### src/rtl/display_pkg.sv
// Shared types and constants for the 8-digit multiplexed 7-segment display scan path.
package display_pkg;

  localparam int         NUM_DIGITS = 8;
  localparam logic [7:0] ANODES_OFF = 8'hFF;

  typedef enum logic [1:0] {S_OFF, S_DEAD, S_ON, S_TAIL} scan_state_t;

  function automatic logic [7:0] digit_anode(input logic [2:0] d);
    return ~(8'b1 << d);
  endfunction

endpackage

### src/rtl/scan_timer.sv
// Digit-slot pacing counter: cnt runs 0..PERIOD-1 while running, held at 0 otherwise.
module scan_timer
  import display_pkg::*;
#(
  parameter int PERIOD = 16,
  parameter int CNT_W  = 4
) (
  input  logic             clk,
  input  logic             rst,
  input  logic             run_i,
  input  logic [2:0]       digit_i,
  output logic [CNT_W-1:0] cnt_o,
  output logic             slot_end_o,
  output logic             frame_end_o
);

  localparam logic [CNT_W-1:0] CNT_LAST = CNT_W'(PERIOD - 1);

  logic [CNT_W-1:0] cnt_q, cnt_d;

  always_comb begin
    cnt_d = '0;
    if (run_i && (cnt_q != CNT_LAST)) cnt_d = cnt_q + 1'b1;
  end

  always_ff @(posedge clk) begin
    if (rst) cnt_q <= '0;
    else     cnt_q <= cnt_d;
  end

  assign cnt_o       = cnt_q;
  assign slot_end_o  = run_i && (cnt_q == CNT_LAST);
  assign frame_end_o = slot_end_o && (digit_i == 3'(NUM_DIGITS - 1));

endmodule

### src/rtl/display_scan_ctrl.sv
// Display scan controller: dead time, PWM brightness, double-buffered BCD word.
// Optional leading-zero blanking enabled by defining DISP_LZ_BLANK_EN.
module display_scan_ctrl
  import display_pkg::*;
#(
  parameter int CLK_HZ      = 100_000_000,
  parameter int SCAN_HZ     = 1000,
  parameter int DEAD_CYCLES = 64
) (
  input  logic        clk,
  input  logic        rst,
  input  logic        enable,
  input  logic [3:0]  brightness,
  input  logic        load_valid,
  input  logic [31:0] load_data,
  output logic        load_ready,
  output logic [7:0]  anodes,
  output logic [2:0]  current_digit,
  output logic [3:0]  digit_bcd,
  output logic        digit_blank,
  output logic        frame_start
);

  localparam int DIGIT_PERIOD = CLK_HZ / SCAN_HZ;
  localparam int CNT_W        = $clog2(DIGIT_PERIOD);
  localparam int PROD_W       = CNT_W + 5;

  localparam logic [PROD_W-1:0] ACTIVE    = PROD_W'(DIGIT_PERIOD - DEAD_CYCLES);
  localparam logic [PROD_W-1:0] DEAD_EXT  = PROD_W'(DEAD_CYCLES);
  localparam logic [PROD_W-1:0] ONE       = PROD_W'(1);
  localparam logic [CNT_W-1:0]  DEAD_LAST = CNT_W'(DEAD_CYCLES - 1);

  scan_state_t       state_q;
  logic [CNT_W-1:0]  cnt;
  logic              slot_end, frame_end, run, swap, accept, blank;
  logic [2:0]        digit_q;
  logic [3:0]        bright_q;
  logic [31:0]       shadow_q, pend_q;
  logic              pend_vld_q;
  logic [7:0]        anodes_q;
  logic [3:0]        bcd_q;
  logic              blank_q, frame_start_q;
  logic [PROD_W-1:0] on_end;

  function automatic logic [PROD_W-1:0] calc_on_len(input logic [3:0] b);
    logic [PROD_W-1:0] prod;
    prod = ACTIVE * PROD_W'({1'b0, b} + 5'd1);
    return prod >> 4;
  endfunction

  assign on_end = DEAD_EXT + calc_on_len(bright_q);
  assign run    = enable && (state_q != S_OFF);
  assign swap   = enable && ((state_q == S_OFF) || frame_end);
  assign accept = load_valid && !pend_vld_q;

`ifdef DISP_LZ_BLANK_EN
  assign blank = (digit_q != 3'd0) && ((shadow_q >> {digit_q, 2'b00}) == 32'd0);
`else
  assign blank = 1'b0;
`endif

  scan_timer #(
    .PERIOD (DIGIT_PERIOD),
    .CNT_W  (CNT_W)
  ) u_timer (
    .clk         (clk),
    .rst         (rst),
    .run_i       (run),
    .digit_i     (digit_q),
    .cnt_o       (cnt),
    .slot_end_o  (slot_end),
    .frame_end_o (frame_end)
  );

  // Scan FSM; pin outputs are registered from the current state, one cycle behind it
  always_ff @(posedge clk) begin
    if (rst) begin
      state_q       <= S_OFF;
      digit_q       <= 3'd0;
      bright_q      <= 4'd0;
      frame_start_q <= 1'b0;
      anodes_q      <= ANODES_OFF;
      bcd_q         <= 4'd0;
      blank_q       <= 1'b0;
    end else begin
      bcd_q    <= shadow_q[{digit_q, 2'b00} +: 4];
      blank_q  <= blank;
      anodes_q <= (enable && (state_q == S_ON) && !blank) ? digit_anode(digit_q) : ANODES_OFF;
      if (!enable) begin
        state_q       <= S_OFF;
        digit_q       <= 3'd0;
        frame_start_q <= 1'b0;
      end else begin
        frame_start_q <= swap;
        if (swap) bright_q <= brightness;
        if (slot_end) digit_q <= digit_q + 1'b1;
        unique case (state_q)
          S_OFF:  state_q <= S_DEAD;
          S_DEAD: if (cnt == DEAD_LAST) state_q <= (on_end == DEAD_EXT) ? S_TAIL : S_ON;
          S_ON: begin
            if (slot_end)                          state_q <= S_DEAD;
            else if (PROD_W'(cnt) + ONE == on_end) state_q <= S_TAIL;
          end
          S_TAIL: if (slot_end) state_q <= S_DEAD;
        endcase
      end
    end
  end

  // Double buffer: shadow only changes at a frame boundary
  always_ff @(posedge clk) begin
    if (rst) begin
      shadow_q   <= 32'd0;
      pend_vld_q <= 1'b0;
    end else begin
      if (swap && pend_vld_q) shadow_q <= pend_q;
      if (accept)             pend_vld_q <= 1'b1;
      else if (swap)          pend_vld_q <= 1'b0;
    end
  end

  always_ff @(posedge clk) begin
    if (accept) pend_q <= load_data;
  end

  assign load_ready    = !pend_vld_q;
  assign anodes        = anodes_q;
  assign current_digit = digit_q;
  assign digit_bcd     = bcd_q;
  assign digit_blank   = blank_q;
  assign frame_start   = frame_start_q;

endmodule

### config.mk
export PLATFORM = sky130hd
export DESIGN_NAME = display_scan_ctrl
export DESIGN_NICKNAME = d
export VERILOG_FILES = /design/src/rtl/display_pkg.sv /design/src/rtl/scan_timer.sv /design/src/rtl/display_scan_ctrl.sv
export SDC_FILE = /design/constraint.sdc
export NUM_CORES = 1
export LEC_CHECK = 0
export ABC_AREA = 1
export BUFFER_PORTS_ARGS = -buffer_cell sky130_fd_sc_hd__buf_2
export CORE_MARGIN = 2
export CORE_UTILIZATION = 53
export CTS_CLUSTER_SIZE = 28
export DETAILED_ROUTE_END_ITERATION = 8
export PLACE_DENSITY = 0.73
export SYNTH_ARGS = -nofsm -noshare
export SYNTH_HDL_FRONTEND = slang
export SYNTH_SLANG_ARGS = --single-unit
### constraint.sdc
create_clock -name clk -period 5.63 [get_ports clk]
set_input_delay 0 -clock clk [delete_from_list [all_inputs] [get_ports clk]]
set_output_delay 0 -clock clk [all_outputs]
set_load 0.02 [all_outputs]
After elaboration in Yosys (flattened, before gate mapping)
Index checks and enable logic that the tools add are counted.
Widths: inputs -> output; s select.
- RAM bits: 0
- latch bits: 0
- memories: 0
- ROM bits: 0
- output and inout port bits: 18
- input port bits: 40
- register bits after elaboration: 104
- word-level logic and storage cells: 60
- bitwise logic cells: 4
- shifts and indexed selects: 2
- reduce and logical (&&, ||, !) cells: 18
- div/mod/pow operators: 0
- add/sub/neg operators: 5
- multipliers: 1
- eq/ne operators: 12
- multiplexer cells: 8
- $lt $le $gt $ge: 0
- operators with widths (kind ; count):
    $shiftx 32x6->4 ; 1
    $add 7x18->19 const A ; 1
    $eq 18x19->1 ; 1
    $eq 19x7->1 const B ; 1
    $add 17x1->18 const B ; 1
    $add 17x1->17 const B ; 1
    $eq 17x17->1 const B ; 1
    $eq 17x6->1 const B ; 1
    $mul 12x5->17 const A ; 1
    $ne 17x17->1 const B ; 1
    $logic_and 1x1->1 ; 8
    $mux 2 ; 4
    $not 8->8 ; 1
    $pmux 2 s4 ; 1
    $shl 1x3->8 const A ; 1
    $reduce_or 2->1 ; 3
    $add 4x1->5 const B ; 1
    $eq 2x2->1 const B ; 2
    $reduce_bool 2->1 ; 2
    $add 3x1->3 const B ; 1
    $eq 3x3->1 const B ; 1
    $mux 1 ; 3
    $ne 3x1->1 const B ; 1
    $not 1->1 ; 3
    other kinds (8) ; 8

Depth between registers and ports, before layout
- depth after elaboration: 8
- gate-level depth with buffers: 31

Cells and area by module
A second synthesis with hierarchy kept.
- cell total of the unflattened synthesis: 818
- area total of the unflattened synthesis: 6163.4 sq um
- by module, submodules not included (module ; instances ; area an instance (sq um) ; cells each):
    display_scan_ctrl ; 1 ; 5278.8 ; 686
    scan_timer ; 1 ; 884.6 ; 132

Worst setup path after synthesis
OpenSTA, ideal clock, no wires.
- path type: register to register
- from: register bright_q[0]
- to: register state_q[0]
- setup slack: 1800 ps
- buffers on the path: 0
- arrival time: 3717 ps
- stages on the path, launching flop included: 29
- data required time: 5517 ps
- path through: dfxtp_1 -> nand3_1 -> xor2_1 -> inv_1 -> ha_1 -> ha_1 -> xor2_1 -> ha_1 -> ha_1 -> or2_4 -> nand3_1 -> nand2_2 -> ha_1 -> inv_1 -> nand2_1 -> nand2_1 -> nand3_1 -> nor2_1 -> nand3_1 -> nor2_1 -> nand2_1 -> nor2_1 -> nand2_1 -> nor2_1 -> nand3_1 -> nand2_1 -> nand2_2 -> nor2_1 -> nor2_1
- cells in the longest elaborated chain, start to end: 7
- elaborated cells between the ends (all ways): 10
- RTL lines (what ; line ; source):
    start, declared ; display_scan_ctrl.sv:37 ; logic [3:0] bright_q;
    start signal, assigned ; display_scan_ctrl.sv:95 ; if (swap) bright_q <= brightness;
    $add 4x1->5 * ; display_scan_ctrl.sv:47 ; prod = ACTIVE * PROD_W'({1'b0, b} + 5'd1);
    $mul 12x5->17 * ; display_scan_ctrl.sv:47 ;
    $add 7x18->19 * ; display_scan_ctrl.sv:51 ; assign on_end = DEAD_EXT + calc_on_len(bright_q);
    $eq 19x7->1 ; display_scan_ctrl.sv:99 ; S_DEAD: if (cnt == DEAD_LAST) state_q <= (on_end == DEAD_EXT) ? S_TAIL : S_ON;
    $mux 1 ; display_scan_ctrl.sv:99 ;
    $mux 2 ; display_scan_ctrl.sv:99 ;
    $pmux 2 s4 ; display_scan_ctrl.sv:97 ; unique case (state_q)
    end signal, assigned ; display_scan_ctrl.sv:99 ;
    end, declared ; display_scan_ctrl.sv:33 ; scan_state_t state_q;
Every way passes the cells marked *; elsewhere a longest branch is shown, timed or not. The select of a mux whose other input is x is not followed.
A chain may end at the register's enable or synchronous reset.

Worst setup path in the final report
- from: register bright_q[2]
- to: register state_q[1]
- cells in the longest elaborated chain, start to end: 6
- RTL lines (what ; line ; source):
    $add 4x1->5 ; display_scan_ctrl.sv:47 ;
    $mul 12x5->17 ; display_scan_ctrl.sv:47 ;
    $add 7x18->19 ; display_scan_ctrl.sv:51 ;
    $eq 18x19->1 ; display_scan_ctrl.sv:102 ; else if (PROD_W'(cnt) + ONE == on_end) state_q <= S_TAIL;
    $ne 3x1->1 (no source line) ; -- ;
    $reduce_and 3->1 (no source line) ; -- ;
No other way between the ends.

==> results by group <==
Place
  • IO Port Bufs: 56
  • Detailed placer's ending HPWL: between 9000 and 10000 um
  • Global placer's final weighted congestion: about 0.9

Routing
  • Vias post-DR: between 5000 and 6000
  • Post-route ant nets: 0
  • DR vias/cell: 5.17
  • WL final: 13200 um
  • Drt pass-1 iters: 5
  • Wire per inst: 13.4 um
  • Post-route DRC: 0
  • DRT iter0 DRCs: 322

Timing
  • Unrepaired setup endpoints after global routing: no
  • Final number of setup-violating endpoints: 0
  • Max_slew headroom: roughly 49%
  • Fmax achieved: ~0.23 GHz
  • Min cycle time layout: about 4.3 ns
  • Total negative slack: 0 ns
  • Measured slew at the worst slew-check pin: approximately 0.76 ns
  • Max Slew Vio Count: 0
  • Final hold viol count: 0
  • Final Skew: roughly 0.013 ns
  • Final period utilization: about three quarters

Cells and area
  • Final #Nets: about 900
  • Layout cells sized above 1: 12.8%
  • Most common cell after layout, fill and taps aside: nand2_1
  • Area growth syn-to-layout: 16.0%
  • Antenna cells: 0
  • Most frequent cells in the layout: 169 x nand2_1, 83 x inv_1, 75 x nand3_1

Yosys
  • Fraction of registers with async set/reset: 0%
  • Synth unique cells: 42
  • Count of flip-flops with a built-in enable after synthesis: 32
  • Cell area after synthesis: between 5000 and 6000 um^2
  • #FFs+latches synth: about 100
  • Main flop type after synthesis: dfxtp_1
  • Top-area cell type share of the netlist area: roughly 25%
  • Synth warnings: 0
  • Mapped Avg Cell Area: 7.68 um^2
  • Cells after synthesis: 753
  • Syn nets: approximately 830
  • Synth area leader: dfxtp_1
  • Synth top area cells: dfxtp_1 25%, edfxtp_1 17%, nand2_1 11%
  • Register area share after synthesis: 41.5%

Run status
  • Status: complete, no violations

Global route
  • Met1 usage: 32.9%
  • Initial antenna violation count: 0
  • Global-route track usage on met3: under 10%
  • Largest net degree at the start of global routing: 48
  • First-pass GRT wire length: between 20000 and 25000 um
  • Vias in the first global route: 4763
  • GRT Overall Usage: 23.7%
  • Remaining Overflow, GRT: 0
  • Gr busiest metal: met2
  • Met2 GRT Util: 38.7%

Floorplanning
  • Core Box Area: ~11000 um^2
  • Initial core utilization: around 54%
  • Ports: 58
  • Die X: around 110 um
  • Placement Rows: 38
  • Die Ht: about 110 um
  • Die area: about 12000 um^2

Clock network
  • Longest Clk Path Bufs: 2
  • Clock root cell: clkbuf_8
  • CTS tree: done
  • H-Tree Depth: 3
  • TritonCTS Buffers: 9
  • Clk pin slew, worst setup/hold paths: approximately 0.10 ns
  • Clock sink count: ~100
  • Post-CTS Resized: 0
  • Clock Latency Late Sink: ~0.37 ns

Setup path
  • Slowest cell on the critical path: dfxtp_1
  • CP max FO: 5
  • CP Launch Type: flip-flop
  • Critical path type: reg -> reg
  • Worst setup EP type: flip-flop
  • Crit-path max cell delay: between 0.4 and 0.5 ns
  • Crit-path most repeated cell: nand2_1
  • Worst EP required: 5.94 ns
  • Worst Path Arrival: roughly 4.6 ns

Power
  • PwrDens: around 260 nW/um^2
  • Peak VDD IR: around 0.16 mV
  • Power Total: 1.76 mW
  • Leakage power: approximately 2.9 nW

Job
  • Max-cap viol count: 0

Hold path
  • HP Class: in -> reg
[area by class of cell]
cell class              count  area (um^2)
fillers                   976         4040
multi-input cells         536         2940
flip-flops and latches    104         2400
repair buffers             95          666
inverters                  92          348
well taps                 140          175
clock buffers              10          128
clock inverters             6         50.0
[flip-flops by register name, summed over array words and instances, names as in the netlist]
| name | cells |
|---|---|
| anodes | 8 |
| state_q | 2 |
| current_digit | 3 |
| pend_vld_q | 1 |
| bright_q | 4 |
| shadow_q | 32 |
| pend_q | 32 |
| u_timer.cnt_o | 17 |
| digit_bcd | 4 |
| frame_start | 1 |
[Yosys cell counts, types with 2 or more instances]
cell type and number:
nand2_2 11, o21ai_0 37, nand3_2 5, nor2_8 2, a21oi_1 59, nor4_1 2
dfxtp_1 72, and2_1 2, nand2_4 3, nand2_1 169, buf_2 6, o211ai_1 3
xor2_1 13, nor2_1 64, nor3_1 9, clkbuf_1 12, ha_1 38, o21bai_1 2
nor2_2 3, nand3b_1 6, nand3_1 75, edfxtp_1 32, a31oi_1 6, inv_2 4
xnor2_1 4, nand4_1 12, inv_1 83, buf_4 2, clkinv_1 4
[kinds of logic (layout without fill, tap and decap cells)]
| kind of cell | Yosys count | count (layout) | share of synthesized area [%] |
|---|---|---|---|
| XOR/XNOR | 18 | 18 | 2.96 |
| adder cells (fa/ha/maj) | 38 | 38 | 8.22 |
| AO/OA/AOI/OAI | 112 | 112 | 10.2 |
| other | 1 | 1 | 0.0649 |
| buffers and inverters | 113 | 203 | 7.64 |
| AND/OR/NAND/NOR | 367 | 367 | 29.3 |
| flip-flops | 104 | 104 | 41.5 |
[critical path, delay by kind of cell, from the launching register on]
kind          cells  cell delay (ns)
xor+xnor          2             0.35
fa+ha+maj         5             1.49
buf+inv           2             0.18
flops             1             0.44
simple gates     20             1.78
[routing by layer]
layer	vias up	wire length [um]	share of wire [%]
li1	2648	-	-
met1	2308	6210	47
met2	110	6180	47
met3	13	703	5.3
met4	0	115	0.87
met5	-	0	0
[stage by stage]
stage               setup WS [ns]  instance area (um^2)  hold slack [ns]  utilization, %  std cells
CTS                          1.34                  6710           0.0145            62.4        983
finish                       1.33                  6710           0.0248            62.4        983
floorplan                    1.80                  5780           0.0989               -        753
global route                0.912                  6710           0.0544            62.4        983
global placement             1.53                  6160            0.177            57.3        930
detailed placement           1.39                  6160            0.178            57.3        930
[power by group]
part / leakage, nW / total (mW) / internal (mW) / switching, mW
clock network: 0.0892 / 0.426 / 0.167 / 0.258
registers: 0.891 / 0.826 / 0.808 / 0.0178
logic: 1.96 / 0.512 / 0.179 / 0.333
total: 2.94 / 1.76 / 1.15 / 0.609
[worst paths after layout]
kind	slack [ns]	from	cells past startpoint	to
min reg2reg	0.46	shadow_q[15]$_SDFFE_PP0P_	2	shadow_q[15]$_SDFFE_PP0P_
max reg2reg	1.33	bright_q[2]$_SDFFE_PP0P_	29	state_q[1]$_SDFFE_PP0P_
max	1.33	bright_q[2]$_SDFFE_PP0P_	29	state_q[1]$_SDFFE_PP0P_
min	0.02	rst	2	shadow_q[29]$_SDFFE_PP0P_
[timing repair]
| action | 4_1_cts | 5_1_grt |
|---|---|---|
| setup buffers | 0 | 0 |
| hold buffers | 37 | 0 |
| endpoints found under the hold margin | 37 | 0 |
Note: power is estimated with default switching activity, not from simulation.
